File: src/rtl/alu_sequencer.sv
// Command/response sequencer for a bit-serial ALU over 11-bit start/type/data/stop frames.
// Define ALU_SEQ_CRC_CHECK_EN to build the response CRC3 check; otherwise rsp_crc_err is tied low.
module alu_sequencer #(
  parameter int TIMEOUT_CYCLES = 1000
) (
  input  logic        clk,
  input  logic        rst,
  input  logic        req_valid,
  output logic        req_ready,
  input  logic [31:0] req_a,
  input  logic [31:0] req_b,
  input  logic [2:0]  req_op,
  input  logic        req_bad_crc,
  output logic        sin,
  input  logic        sout,
  output logic        rsp_valid,
  input  logic        rsp_ready,
  output logic [31:0] rsp_c,
  output logic [7:0]  rsp_status,
  output logic        rsp_err,
  output logic        rsp_crc_err,
  output logic        rsp_timeout
);

  localparam int CW = $clog2(TIMEOUT_CYCLES + 1);

  typedef enum logic [2:0] {IDLE, TX, WAIT, RX, HOLD} state_e;

  state_e        state_q, state_d;
  logic [98:0]   txShift_q, txShift_d;
  logic [6:0]    bitCnt_q, bitCnt_d;
  logic [CW-1:0] waitCnt_q, waitCnt_d;
  logic [CW-1:0] waitInc;
  logic [2:0]    frameCnt_q, frameCnt_d;
  logic [7:0]    rxByte_q, rxByte_d;
  logic          rxType_q, rxType_d;
  logic [31:0]   rspC_q, rspC_d;
  logic [7:0]    status_q, status_d;
  logic          err_q, err_d;
  logic          timeout_q, timeout_d;

  function automatic logic [3:0] crc4(input logic [67:0] d);
    logic [3:0] c;
    logic       fb;
    c = '0;
    for (int i = 67; i >= 0; i--) begin
      fb = c[3] ^ d[i];
      c  = {c[2], c[1], c[0] ^ fb, fb};
    end
    return c;
  endfunction

  function automatic logic [10:0] frame(input logic ctl, input logic [7:0] data);
    return {1'b0, ctl, data, 1'b1};
  endfunction

  // The whole 9-frame command is serialised up front; TX just shifts it out MSB first.
  function automatic logic [98:0] buildTx(input logic [31:0] a, input logic [31:0] b,
                                          input logic [2:0] op, input logic bad);
    logic [3:0] c;
    c = crc4({b, a, 1'b1, op});
    if (bad) c = ~c;
    return {frame(1'b0, b[31:24]), frame(1'b0, b[23:16]), frame(1'b0, b[15:8]),
            frame(1'b0, b[7:0]),   frame(1'b0, a[31:24]), frame(1'b0, a[23:16]),
            frame(1'b0, a[15:8]),  frame(1'b0, a[7:0]),   frame(1'b1, {1'b0, op, c})};
  endfunction

`ifdef ALU_SEQ_CRC_CHECK_EN
  logic crcErr_q, crcErr_d;

  function automatic logic [2:0] crc3(input logic [36:0] d);
    logic [2:0] c;
    logic       fb;
    c = '0;
    for (int i = 36; i >= 0; i--) begin
      fb = c[2] ^ d[i];
      c  = {c[1], c[0] ^ fb, fb};
    end
    return c;
  endfunction
`endif

  always_comb begin
    state_d    = state_q;
    txShift_d  = txShift_q;
    bitCnt_d   = bitCnt_q;
    waitCnt_d  = waitCnt_q;
    frameCnt_d = frameCnt_q;
    rxByte_d   = rxByte_q;
    rxType_d   = rxType_q;
    rspC_d     = rspC_q;
    status_d   = status_q;
    err_d      = err_q;
    timeout_d  = timeout_q;
`ifdef ALU_SEQ_CRC_CHECK_EN
    crcErr_d   = crcErr_q;
`endif
    waitInc    = waitCnt_q + CW'(1);
    sin        = 1'b1;

    case (state_q)
      IDLE: begin
        if (req_valid) begin
          txShift_d = buildTx(req_a, req_b, req_op, req_bad_crc);
          bitCnt_d  = '0;
          state_d   = TX;
        end
      end
      TX: begin
        sin       = txShift_q[98];
        txShift_d = {txShift_q[97:0], 1'b0};
        if (bitCnt_q == 7'd98) begin
          bitCnt_d  = '0;
          waitCnt_d = CW'(1);
          state_d   = WAIT;
        end else begin
          bitCnt_d = bitCnt_q + 7'd1;
        end
      end
      WAIT: begin
        if (!sout) begin
          bitCnt_d   = 7'd1;
          frameCnt_d = '0;
          waitCnt_d  = '0;
          state_d    = RX;
        end else if (waitInc == CW'(TIMEOUT_CYCLES)) begin
          waitCnt_d = '0;
          timeout_d = 1'b1;
          state_d   = HOLD;
        end else begin
          waitCnt_d = waitInc;
        end
      end
      RX: begin
        // bitCnt 0 means idle between frames, waiting for the next start bit.
        if (bitCnt_q == 7'd0) begin
          if (!sout) begin
            bitCnt_d  = 7'd1;
            waitCnt_d = '0;
          end else if (waitInc == CW'(TIMEOUT_CYCLES)) begin
            waitCnt_d = '0;
            rspC_d    = '0;
            timeout_d = 1'b1;
            state_d   = HOLD;
          end else begin
            waitCnt_d = waitInc;
          end
        end else if (bitCnt_q == 7'd1) begin
          rxType_d = sout;
          bitCnt_d = 7'd2;
        end else if (bitCnt_q <= 7'd9) begin
          rxByte_d = {rxByte_q[6:0], sout};
          bitCnt_d = bitCnt_q + 7'd1;
        end else begin
          bitCnt_d   = '0;
          rxByte_d   = '0;
          rxType_d   = 1'b0;
          frameCnt_d = frameCnt_q + 3'd1;
          if (!sout) begin
            rspC_d   = '0;
            status_d = 8'hFF;
            err_d    = 1'b1;
            state_d  = HOLD;
          end else if (frameCnt_q == 3'd0 && rxType_q && rxByte_q[7]) begin
            rspC_d   = '0;
            status_d = rxByte_q;
            err_d    = 1'b1;
            state_d  = HOLD;
          end else if (frameCnt_q < 3'd4) begin
            if (rxType_q) begin
              rspC_d   = '0;
              status_d = 8'hFF;
              err_d    = 1'b1;
              state_d  = HOLD;
            end else begin
              rspC_d = {rspC_q[23:0], rxByte_q};
            end
          end else if (!rxType_q) begin
            rspC_d   = '0;
            status_d = 8'hFF;
            err_d    = 1'b1;
            state_d  = HOLD;
          end else begin
            status_d = rxByte_q;
            state_d  = HOLD;
`ifdef ALU_SEQ_CRC_CHECK_EN
            crcErr_d = (crc3({rspC_q, 1'b0, rxByte_q[6:3]}) != rxByte_q[2:0]);
`endif
          end
        end
      end
      HOLD: begin
        if (rsp_ready) begin
          rspC_d    = '0;
          status_d  = '0;
          err_d     = 1'b0;
          timeout_d = 1'b0;
`ifdef ALU_SEQ_CRC_CHECK_EN
          crcErr_d  = 1'b0;
`endif
          state_d   = IDLE;
        end
      end
      default: state_d = IDLE;
    endcase
  end

  always_ff @(posedge clk) begin
    if (rst) begin
      state_q    <= IDLE;
      txShift_q  <= '0;
      bitCnt_q   <= '0;
      waitCnt_q  <= '0;
      frameCnt_q <= '0;
      rxByte_q   <= '0;
      rxType_q   <= 1'b0;
      rspC_q     <= '0;
      status_q   <= '0;
      err_q      <= 1'b0;
      timeout_q  <= 1'b0;
`ifdef ALU_SEQ_CRC_CHECK_EN
      crcErr_q   <= 1'b0;
`endif
    end else begin
      state_q    <= state_d;
      txShift_q  <= txShift_d;
      bitCnt_q   <= bitCnt_d;
      waitCnt_q  <= waitCnt_d;
      frameCnt_q <= frameCnt_d;
      rxByte_q   <= rxByte_d;
      rxType_q   <= rxType_d;
      rspC_q     <= rspC_d;
      status_q   <= status_d;
      err_q      <= err_d;
      timeout_q  <= timeout_d;
`ifdef ALU_SEQ_CRC_CHECK_EN
      crcErr_q   <= crcErr_d;
`endif
    end
  end

  assign req_ready   = (state_q == IDLE);
  assign rsp_valid   = (state_q == HOLD);
  assign rsp_c       = rspC_q;
  assign rsp_status  = status_q;
  assign rsp_err     = err_q;
  assign rsp_timeout = timeout_q;
`ifdef ALU_SEQ_CRC_CHECK_EN
  assign rsp_crc_err = crcErr_q;
`else
  assign rsp_crc_err = 1'b0;
`endif

endmodule

File: config.mk
export PLATFORM = sky130hd
export DESIGN_NAME = alu_sequencer
export DESIGN_NICKNAME = d
export VERILOG_FILES = /design/src/rtl/alu_sequencer.sv
export SDC_FILE = /design/constraint.sdc
export NUM_CORES = 1
export LEC_CHECK = 0
export ABC_CLOCK_PERIOD_IN_PS = 9100
export BUFFER_PORTS_ARGS = -buffer_cell sky130_fd_sc_hd__buf_2
export CORE_ASPECT_RATIO = 0.5
export CORE_MARGIN = 10
export CORE_UTILIZATION = 45
export CTS_CLUSTER_DIAMETER = 100
export DETAILED_ROUTE_END_ITERATION = 6
export GPL_ROUTABILITY_DRIVEN = 0
export GPL_TIMING_DRIVEN = 0
export PLACE_DENSITY_LB_ADDON = 0.2
export SYNTH_ARGS = -nofsm -noshare
export SYNTH_HDL_FRONTEND = slang
export SYNTH_SLANG_ARGS = --single-unit
File: constraint.sdc
create_clock -name clk -period 9.1 [get_ports clk]
set_input_delay 0.455 -clock clk [delete_from_list [all_inputs] [get_ports clk]]
set_output_delay 0.455 -clock clk [all_outputs]
set_load 0.01 [all_outputs]
======== After elaboration in Yosys (flattened, before gate mapping) ========
Cells that the tools add are included.
cells by class
  add/subtract/negate cells ............... 3
  magnitude comparators ................... 2
  equality and inequality tests ........... 24
  multiplexer cells ....................... 74
  bitwise gates (word level) .............. 135
  reductions and logical operators ........ 22
operators with widths
  cell                                                  count
  two-way mux 32 bit                                    11
  one-hot mux 99 bit (2 select lines)                   1
  bitwise XOR 1 bit                                     131
  two-way mux 99 bit                                    1
  two-way mux 8 bit                                     10
  one-hot mux 32 bit (2 select lines)                   1
  two-way mux 3 bit                                     17
  two-way mux 7 bit                                     6
  two-way mux 10 bit                                    4
  one-hot mux 10 bit (3 select lines)                   1
  one-hot mux 7 bit (4 select lines)                    1
  AND reduction 7 bit                                   3
  != test 2 bit (second input constant)                 8
  one-hot mux 8 bit (2 select lines)                    1
  two-way mux 1 bit                                     15
  one-hot mux 3 bit (5 select lines)                    1
  != test 3 bit (second input constant)                 4
  != test 6 bit (second input constant)                 2
  AND reduction 3 bit                                   4
  adder 10 x 1 -> 10 bit (second input constant)        1
  equality test 10 bit (second input constant)          1
  != test 5 bit (second input constant)                 2
  adder 7 x 1 -> 7 bit (second input constant)          1
  equality test 7 x 1 -> 1 bit (second input constant)  1
  other kinds (23)                                      32
storage, ports and cells
  register bits after elaboration ......... 173
  bits of input ports ..................... 73
  output and inout port bits .............. 46
  word-level logic and storage cells ...... 271

======== Logic depth before layout (Yosys ltp) ========
Gate-level depths: netlist of run 1.
  depth after elaboration ................. 49
  mapped depth ............................ 11
  depth with buffers taken out ............ 11

======== Least setup slack after synthesis of run 1 ========
OpenSTA, ideal clock, no wires.
  path kind ............................... input -> register
  start point ............................. in req_b[29]
  end point ............................... reg txShift_q[2]
  library setup time ...................... 74 ps
  arrival time ............................ 3245 ps
  required time ........................... 9026 ps
  slack ................................... 5782 ps
  cell stages on the path ................. 9
  path buffers ............................ 0
  cell sequence ........................... xnor3_1 > xnor3_2 > xnor3_1 > xnor2_2 > xnor2_1 > xnor3_2 > xnor3_1 > or3_1 > o211ai_2
on the way
  word-level cells in the longest chain between the ends .. 47
  elaborated cells between the ends (all ways) .. 127
  those cells by class .................... mux (3); bitwise (124)
ends and longest elaborated chain
  element                                                line  source
  start, declared                                        11    input logic [31:0] req_b,
  bitwise XOR 1 bit                                      48    c = {c[2], c[1], c[0] ^ fb, fb};
  bitwise XOR 1 bit                                      47    fb = c[3] ^ d[i];
  bitwise XOR 1 bit                                      48
  bitwise XOR 1 bit                                      47
  bitwise XOR 1 bit                                      48
  bitwise XOR 1 bit                                      47
  bitwise XOR 1 bit                                      48
  bitwise XOR 1 bit                                      47
  (+31 left out)                                         -
  bitwise XOR 1 bit / NOT 1 bit (equally long branches)  -
  bitwise XOR 1 bit                                      48
  bitwise XOR 1 bit                                      47
  bitwise XOR 1 bit *                                    48
  NOT 4 bit                                              62    if (bad) c = ~c;
  two-way mux 4 bit *                                    62
  two-way mux 99 bit *                                   103   if (req_valid) begin
  one-hot mux 99 bit (2 select lines) *                  101   case (state_q)
  end signal, assigned                                   226   txShift_q <= txShift_d;
  end, declared                                          30    logic [98:0] txShift_q, txShift_d;
Mark *: on every way between the ends. The rest lies on a longest branch, timed or not. The select of a mux whose other input is x is not followed.
A chain may end at the register's enable or synchronous reset.

======== Worst setup path after layout of run 1 ========
  start point ............................. reg waitCnt_q[0]
  end point ............................... reg rspC_q[0], in the netlist rsp_c[0]
on the way
  word-level cells in the longest chain between the ends .. 4
ends and longest elaborated chain
  element                        line  source
  start, declared                32    logic [CW-1:0] waitCnt_q, waitCnt_d;
  start signal, assigned         228   waitCnt_q <= waitCnt_d;
  adder 10 x 1 -> 10 bit         98    waitInc = waitCnt_q + CW'(1);
  equality test 10 bit           140   end else if (waitInc == CW'(TIMEOUT_CYCLES)) begin
  != test 3 bit (no line)        -
  AND reduction 7 bit (no line)  -
  end signal, assigned           232   rspC_q <= rspC_d;
  end, declared                  37    logic [31:0] rspC_q, rspC_d;
Every way passes these cells.

==> run metrics, run 1 <==
fin crit share=roughly two fifths; Area growth syn-to-layout=17.8%; predominant post-synthesis flop cell=dfxtp_1; clk slew on worst S/H paths=70 ps; Fillers=around 1.8k; Std-Cell Rows=35; status=finished, final reports clean; worst hold path type=input port to register; Post-DP Area=9430 µm²; DRC viols=0; Post-Place Cells=around 1.4k; Pwr Total=between 3000 and 4000 µW; post-route antenna net violation count=0; Yosys cell types=46; DIE WIDTH=between 200 and 250 µm; ant diodes=0; Starting Density=between 40% and 50%; final hold violation count=0; clock latency on the worst-skew pair=around 430 ps; grt ovf=0; Worst VDD drop=between 0.0003 and 0.0004 V; cell area power density=340 nW/µm²; max-cap viol count=0; H-tree levels=4; Vias/cell=~5.4; most common cell in the netlist=nor2_1; number of flops mapped to enable cells by yosys=0; post-synth top area cell=dfxtp_1; ranking of synthesized cells by area=dfxtp_1 (41%), nor2_1 (9.4%), a21oi_1 (6.2%); DIE HEIGHT=roughly 120 µm; Final Non-Filler Cells=approximately 1.4k; PostCTS Resize Cnt=0; crit path DAT=approximately 4000 ps; Worst Tran Pin Value=~800 ps; clock skew=around 11 ps; Final nets=approximately 1.2k; hpwl dp=18.1 mm; Worst Path Max Fanout=10; unrepaired setup endpoints after global routing=false; WS Path Type=register to register; WL per Instance=about 17 µm; static leakage=0.00410 µW; final wirelength=24.2 mm; ys async rst share=0%; critical path data required time=approximately 9500 ps; global-route wire length before repair=between 30 and 40 mm; Syn Std Cell Area=8520 µm²; Slew HR=a little under half; Slew Viols, Final=0; DR iter-0 viols=570; clk buf depth=2; CTS tree=built; Ports=119; Vias=7767; r2r worst-path depth=11; syn_area_per_cell=slightly above 8 µm²; Hold Path Depth=2; post-layout min period=roughly 3600 ps; fmax=around 280 MHz; setup TNS=0 ps; Setup Viol. Count Final=0; Post-Route Utilization=between 50% and 60%; vias in the first global route=about 7.5k; Worst R2R Setup Slack=between 5000 and 6000 ps; root buffer cell=clkbuf_16; Yosys reg bits=about 170; Crit. End Element=register; initial antenna violation count=0; yosys warns=0; post-synth top area share=about two fifths; DR pass1 iterations=7; # port buffers=roughly 120; Synth top cells by count=nor2_1 (213), dfxtp_1 (173), a21oi_1 (105); Mapped Nets=~1.1k; clock buffer count from CTS=17; crit start category=register; Post-CTS Setup Bufs=0; hold buffers post-CTS=0; fin area=10000 µm²; GRT Util Overall=a little under a fifth; largest net degree at the start of global routing=17; DIE AREA=about 25000 µm²; layout cell share with drive strength beyond 1=a little over an eighth; Clock Sinks=173; Syn Inst Count=roughly 1.0k; core area=18500 µm²; sequential fraction of the synthesis area=a little over 40%
==> per-layer routing <==
layer	vias up	track usage, %	wire (µm)
li1	3827	-	-
met4	0	6.66	386
met3	32	3.51	1220
met1	3714	25.3	11500
met2	194	30.4	11000
met5	-	0	0
==> registers in the layout, indices dropped and copies added, names as in the netlist <==
name         cells
rsp_c           32
rsp_err          1
rxByte_q         8
txShift_q       99
frameCnt_q       3
rxType_q         1
rsp_status       8
state_q          3
rsp_timeout      1
bitCnt_q         7
waitCnt_q       10
==> worst max-delay path, cell delays in order, from the launching register on <==
cell and delay [ps]:
dfxtp_1 380, ha_1 230, nand3_1 160, nor2_1 220
xnor2_1 90, a2111oi_1 620, and2_1 340, nand2_1 100
a311oi_2 650, clkbuf_1 440, nand3_1 140, a21oi_1 170
==> report_power, final <==
part | internal (µW) | switching (µW) | leakage (µW)
logic | 780 | 876 | 0.00239
clock network | 442 | 317 | 0.000289
registers | 907 | 92.0 | 0.00141
==> cell type report <==
| type | instances | area, µm² | share of cell area, % |
|---|---|---|---|
| plain buffers | 71 | 273 | 2.72 |
| flip-flops and latches | 173 | 3460 | 34.5 |
| clock inverters | 11 | 163 | 1.62 |
| clock buffers | 19 | 443 | 4.42 |
| inverters | 7 | 26.3 | 0.262 |
| repair buffers | 117 | 586 | 5.84 |
| multi-input cells | 780 | 4750 | 47.4 |
| well taps | 259 | 324 | 3.23 |
==> cells in the final DEF (no fill, tap or decap), types with 3 or more instances in the layout <==
cell / count
nor2_1: 213
a21oi_1: 105
xnor3_1: 23
a22oi_1: 32
inv_1: 7
or3_1: 6
nor4_1: 53
bufinv_16: 3
o21ai_0: 21
xor2_1: 18
buf_1: 5
nor3_1: 28
xor3_1: 5
xnor2_1: 57
clkbuf_16: 17
nand2b_1: 35
buf_2: 119
nor3b_1: 5
a211oi_1: 3
a31oi_1: 6
clkinv_4: 4
nand2_1: 61
nand3_1: 66
ha_1: 7
dfxtp_1: 173
clkbuf_1: 64
and3_1: 5
and2_1: 4
==> worst paths after layout <==
path                                                  from                          to
worst max-delay path             waitCnt_q[0]$_SDFFE_PP0P_       rsp_c[0]$_SDFFE_PP0P_
worst min-delay path                             rsp_ready        rsp_err$_SDFFE_PP0P_
worst max register to register   waitCnt_q[0]$_SDFFE_PP0P_       rsp_c[0]$_SDFFE_PP0P_
worst min register to register  txShift_q[75]$_SDFFE_PP0P_  txShift_q[76]$_SDFFE_PP0P_
==> metrics by stage <==
stage / hold WS [ps] / setup WS (ps)
after floorplan: 432 / 5780
final: 257 / 5490
after global routing: 262 / 5080
after global placement: 437 / 5430
after CTS: 245 / 5500
after detailed placement: 448 / 5400
==> cell families (layout without fill, tap and decap cells) <==
| kind of cell | count (synthesis) | in the layout | share of synthesized area [%] |
|---|---|---|---|
| simple gates | 487 | 487 | 26.6 |
| fa+ha+maj | 7 | 7 | 1.03 |
| xor+xnor | 106 | 106 | 15.9 |
| flops | 173 | 173 | 40.7 |
| other cells | 1 | 1 | 0.0440 |
| buf+inv | 78 | 225 | 3.51 |
| compound gates | 179 | 179 | 12.2 |
No activity file was read; power rests on OpenSTA's default activity.
==> run 2: changes to the inputs <==
--- a/config.mk
+++ b/config.mk
@@ -5,7 +5,8 @@
 export SDC_FILE = /design/constraint.sdc
 export NUM_CORES = 1
 export LEC_CHECK = 0
-export ABC_CLOCK_PERIOD_IN_PS = 9100
+export ABC_AREA = 1
+export ABC_CLOCK_PERIOD_IN_PS = 3000
 export BUFFER_PORTS_ARGS = -buffer_cell sky130_fd_sc_hd__buf_2
 export CORE_ASPECT_RATIO = 0.5
 export CORE_MARGIN = 10
==> constraint.sdc (replaced) <==
create_clock -name clk -period 3 [get_ports clk]
set_input_delay 0.15 -clock clk [delete_from_list [all_inputs] [get_ports clk]]
set_output_delay 0.15 -clock clk [all_outputs]
set_load 0.01 [all_outputs]
==> run metrics, run 2 <==
Crit. End Element=register; Vias/cell=5.21; unrepaired setup endpoints after global routing=true; Clock Sinks=around 170; Synth top cells by count=nand2_1 (388), nor2_1 (203), inv_1 (183); max-cap viol count=0; Post-DP Area=11000 µm²; Vias=10.4k; Worst path slowest cell=nand3b_1; multi-input logic area=6630 µm²; fmax=186 MHz; CTS tree=built; Yosys cell types=37; DIE HEIGHT=approximately 130 µm; ys async rst share=0%; ranking of synthesized cells by area=dfxtp_1 (35%), nand2_1 (15%), nor2_1 (7.6%); clock buffer count from CTS=17; post-synth top area share=between 30% and 40%; DR iter-0 viols=approximately 800; root buffer cell=clkbuf_16; crit path DAT=between 5000 and 6000 ps; Syn Std Cell Area=9960 µm²; core area=~22000 µm²; commonest non-fill, non-tap cell in the layout=nand2_1; Top reg by flops=txShift_q; setup ws final=-2380 ps; WS Path Type=input port to register; grt ovf=0; WL per Instance=14.2 µm; number of flops mapped to enable cells by yosys=0; initial antenna violation count=0; # port buffers=116; cell mode on critical path=nand2_2; Ports=~120; syn_area_per_cell=between 6 and 7 µm²; clk slew on worst S/H paths=approximately 70 ps; worst hold path type=input port to register; fin area=approximately 13000 µm²; clock skew=roughly 6.6 ps; status=finished with violations; worst slack, placed=-2670 ps; CP max stage delay=roughly 190 ps; global-route wire length before repair=around 45 mm; Fillers=2006; Slew HR=about 47%; Worst Tran Pin Value=roughly 800 ps; hold buffers post-CTS=0; sequential fraction of the synthesis area=around a third; most common cell in the netlist=nand2_1; GRT Util Overall=about 18%; critical path data required time=3350 ps; Worst path top cell family by delay=simple AND/OR/NAND/NOR gates; commonest cells after routing, fill and taps aside=nand2_1 (255), nor2_1 (200), dfxtp_1 (173), inv_1 (172), nand2_2 (147); CP Buf/Inv Count=8; Slew Viols, Final=0; final hold violation count=0; predominant post-synthesis flop cell=dfxtp_1; clk buf depth=2; Starting Density=a little under half; Worst Path Max Fanout=6; Yosys reg bits=173; final wirelength=28.5 mm; Setup Viol. Count Final=4; DIE WIDTH=230 µm; H-tree levels=4; layout cell share with drive strength beyond 1=between 20% and 30%; hpwl dp=20.9 mm; post-synth top area cell=dfxtp_1; post-layout min period=5380 ps; vias in the first global route=9635; ant diodes=0; DIE AREA=28800 µm²; max reg flops=about 100; Area growth syn-to-layout=27.5%; Register Area=around 3500 µm²; post-route antenna net violation count=0; Std-Cell Rows=38; Final nets=around 1.8k; fin crit share=179%; failing checks=setup timing; DR pass1 iterations=5; Mapped Nets=1625; crit start category=input port; Syn Inst Count=between 1.5k and 2k; clock latency on the worst-skew pair=roughly 420 ps; yosys warns=0; DRC viols=0; largest net degree at the start of global routing=19
## run 2: changes by cell type in the layout (fill, tap and decap cells not counted), moves of 52 or more
| cell | delta |
|---|---|
| inv_1 | +165 |
| nand2_1 | +194 |
| nand2_2 | +147 |
| nand2_4 | +55 |
| nand3_2 | +60 |
| nor4_1 | -52 |
## run 2: worst register-to-register path, cell delays in order, from the launching register on
cell and delay [ps]:
dfxtp_1 350, nor2_1 160, inv_1 70, nor2_1 190, inv_1 80, nor2_1 610
nor2_1 360, inv_2 280, clkbuf_1 420, o221a_2 280
## run 2: routing by layer
metal  routed length, µm  up-vias  GRT usage [%]
met1               13200     4856           23.7
met2               13800      199           30.6
li1                    -     5336              -
met5                   0        -              0
met4                 277        0           4.00
met3                1190       24           3.05
## run 2: final timing paths
kind,from,to,slack (ps),cells past startpoint
worst max-delay path,req_b[30],txShift_q[3]$_SDFFE_PP0P_,-2380,62
worst min-delay path,req_b[3],txShift_q[59]$_SDFFE_PP0P_,60,3
worst max register to register,state_q[1]$_SDFFE_PP0P_,txShift_q[66]$_SDFFE_PP0P_,150,9
worst min register to register,rsp_err$_SDFFE_PP0P_,rsp_err$_SDFFE_PP0P_,450,2
## run 2: cells by family after synthesis
family,Yosys count,share of synthesized area (%)
other cells,1,0.0376
compound gates,244,16.0
buf+inv,259,9.80
simple gates,846,37.2
fa+ha+maj,7,0.879
xor+xnor,15,1.32
flops,173,34.8
## run 2: per-stage QoR
step | hold WS (ps) | util, % | std cells | setup TNS, ps
detailed placement | 449 | 50.5 | 1961 | -10470
global route | 72.8 | 58.4 | 1998 | -12100
CTS | 51.4 | 54.6 | 1992 | -8270
floorplan | 318 | - | 1545 | -6360
finish | 61.3 | 58.4 | 1998 | -9270
global placement | 436 | 50.5 | 1961 | -9500
## run 2: final cells by class
| type | count | area share [%] |
|---|---|---|
| plain buffers | 57 | 1.78 |
| clock buffers | 18 | 3.46 |
| repair buffers | 122 | 5.03 |
| inverters | 201 | 6.03 |
| clock inverters | 14 | 1.25 |
| well taps | 300 | 2.96 |
| multi-input cells | 1113 | 52.2 |
| flip-flops and latches | 173 | 27.3 |
## run 2: timing repair
action | CTS | global route
pin swaps | 23 | 70
setup endpoints to repair | 6 | 60
setup buffers | 0 | 6
cloned | 0 | 0
resized for setup | 83 | 217
Power of run 2 is not shown: default switching activity piles up to over one toggle a cycle in this logic, so the estimate is an artifact.
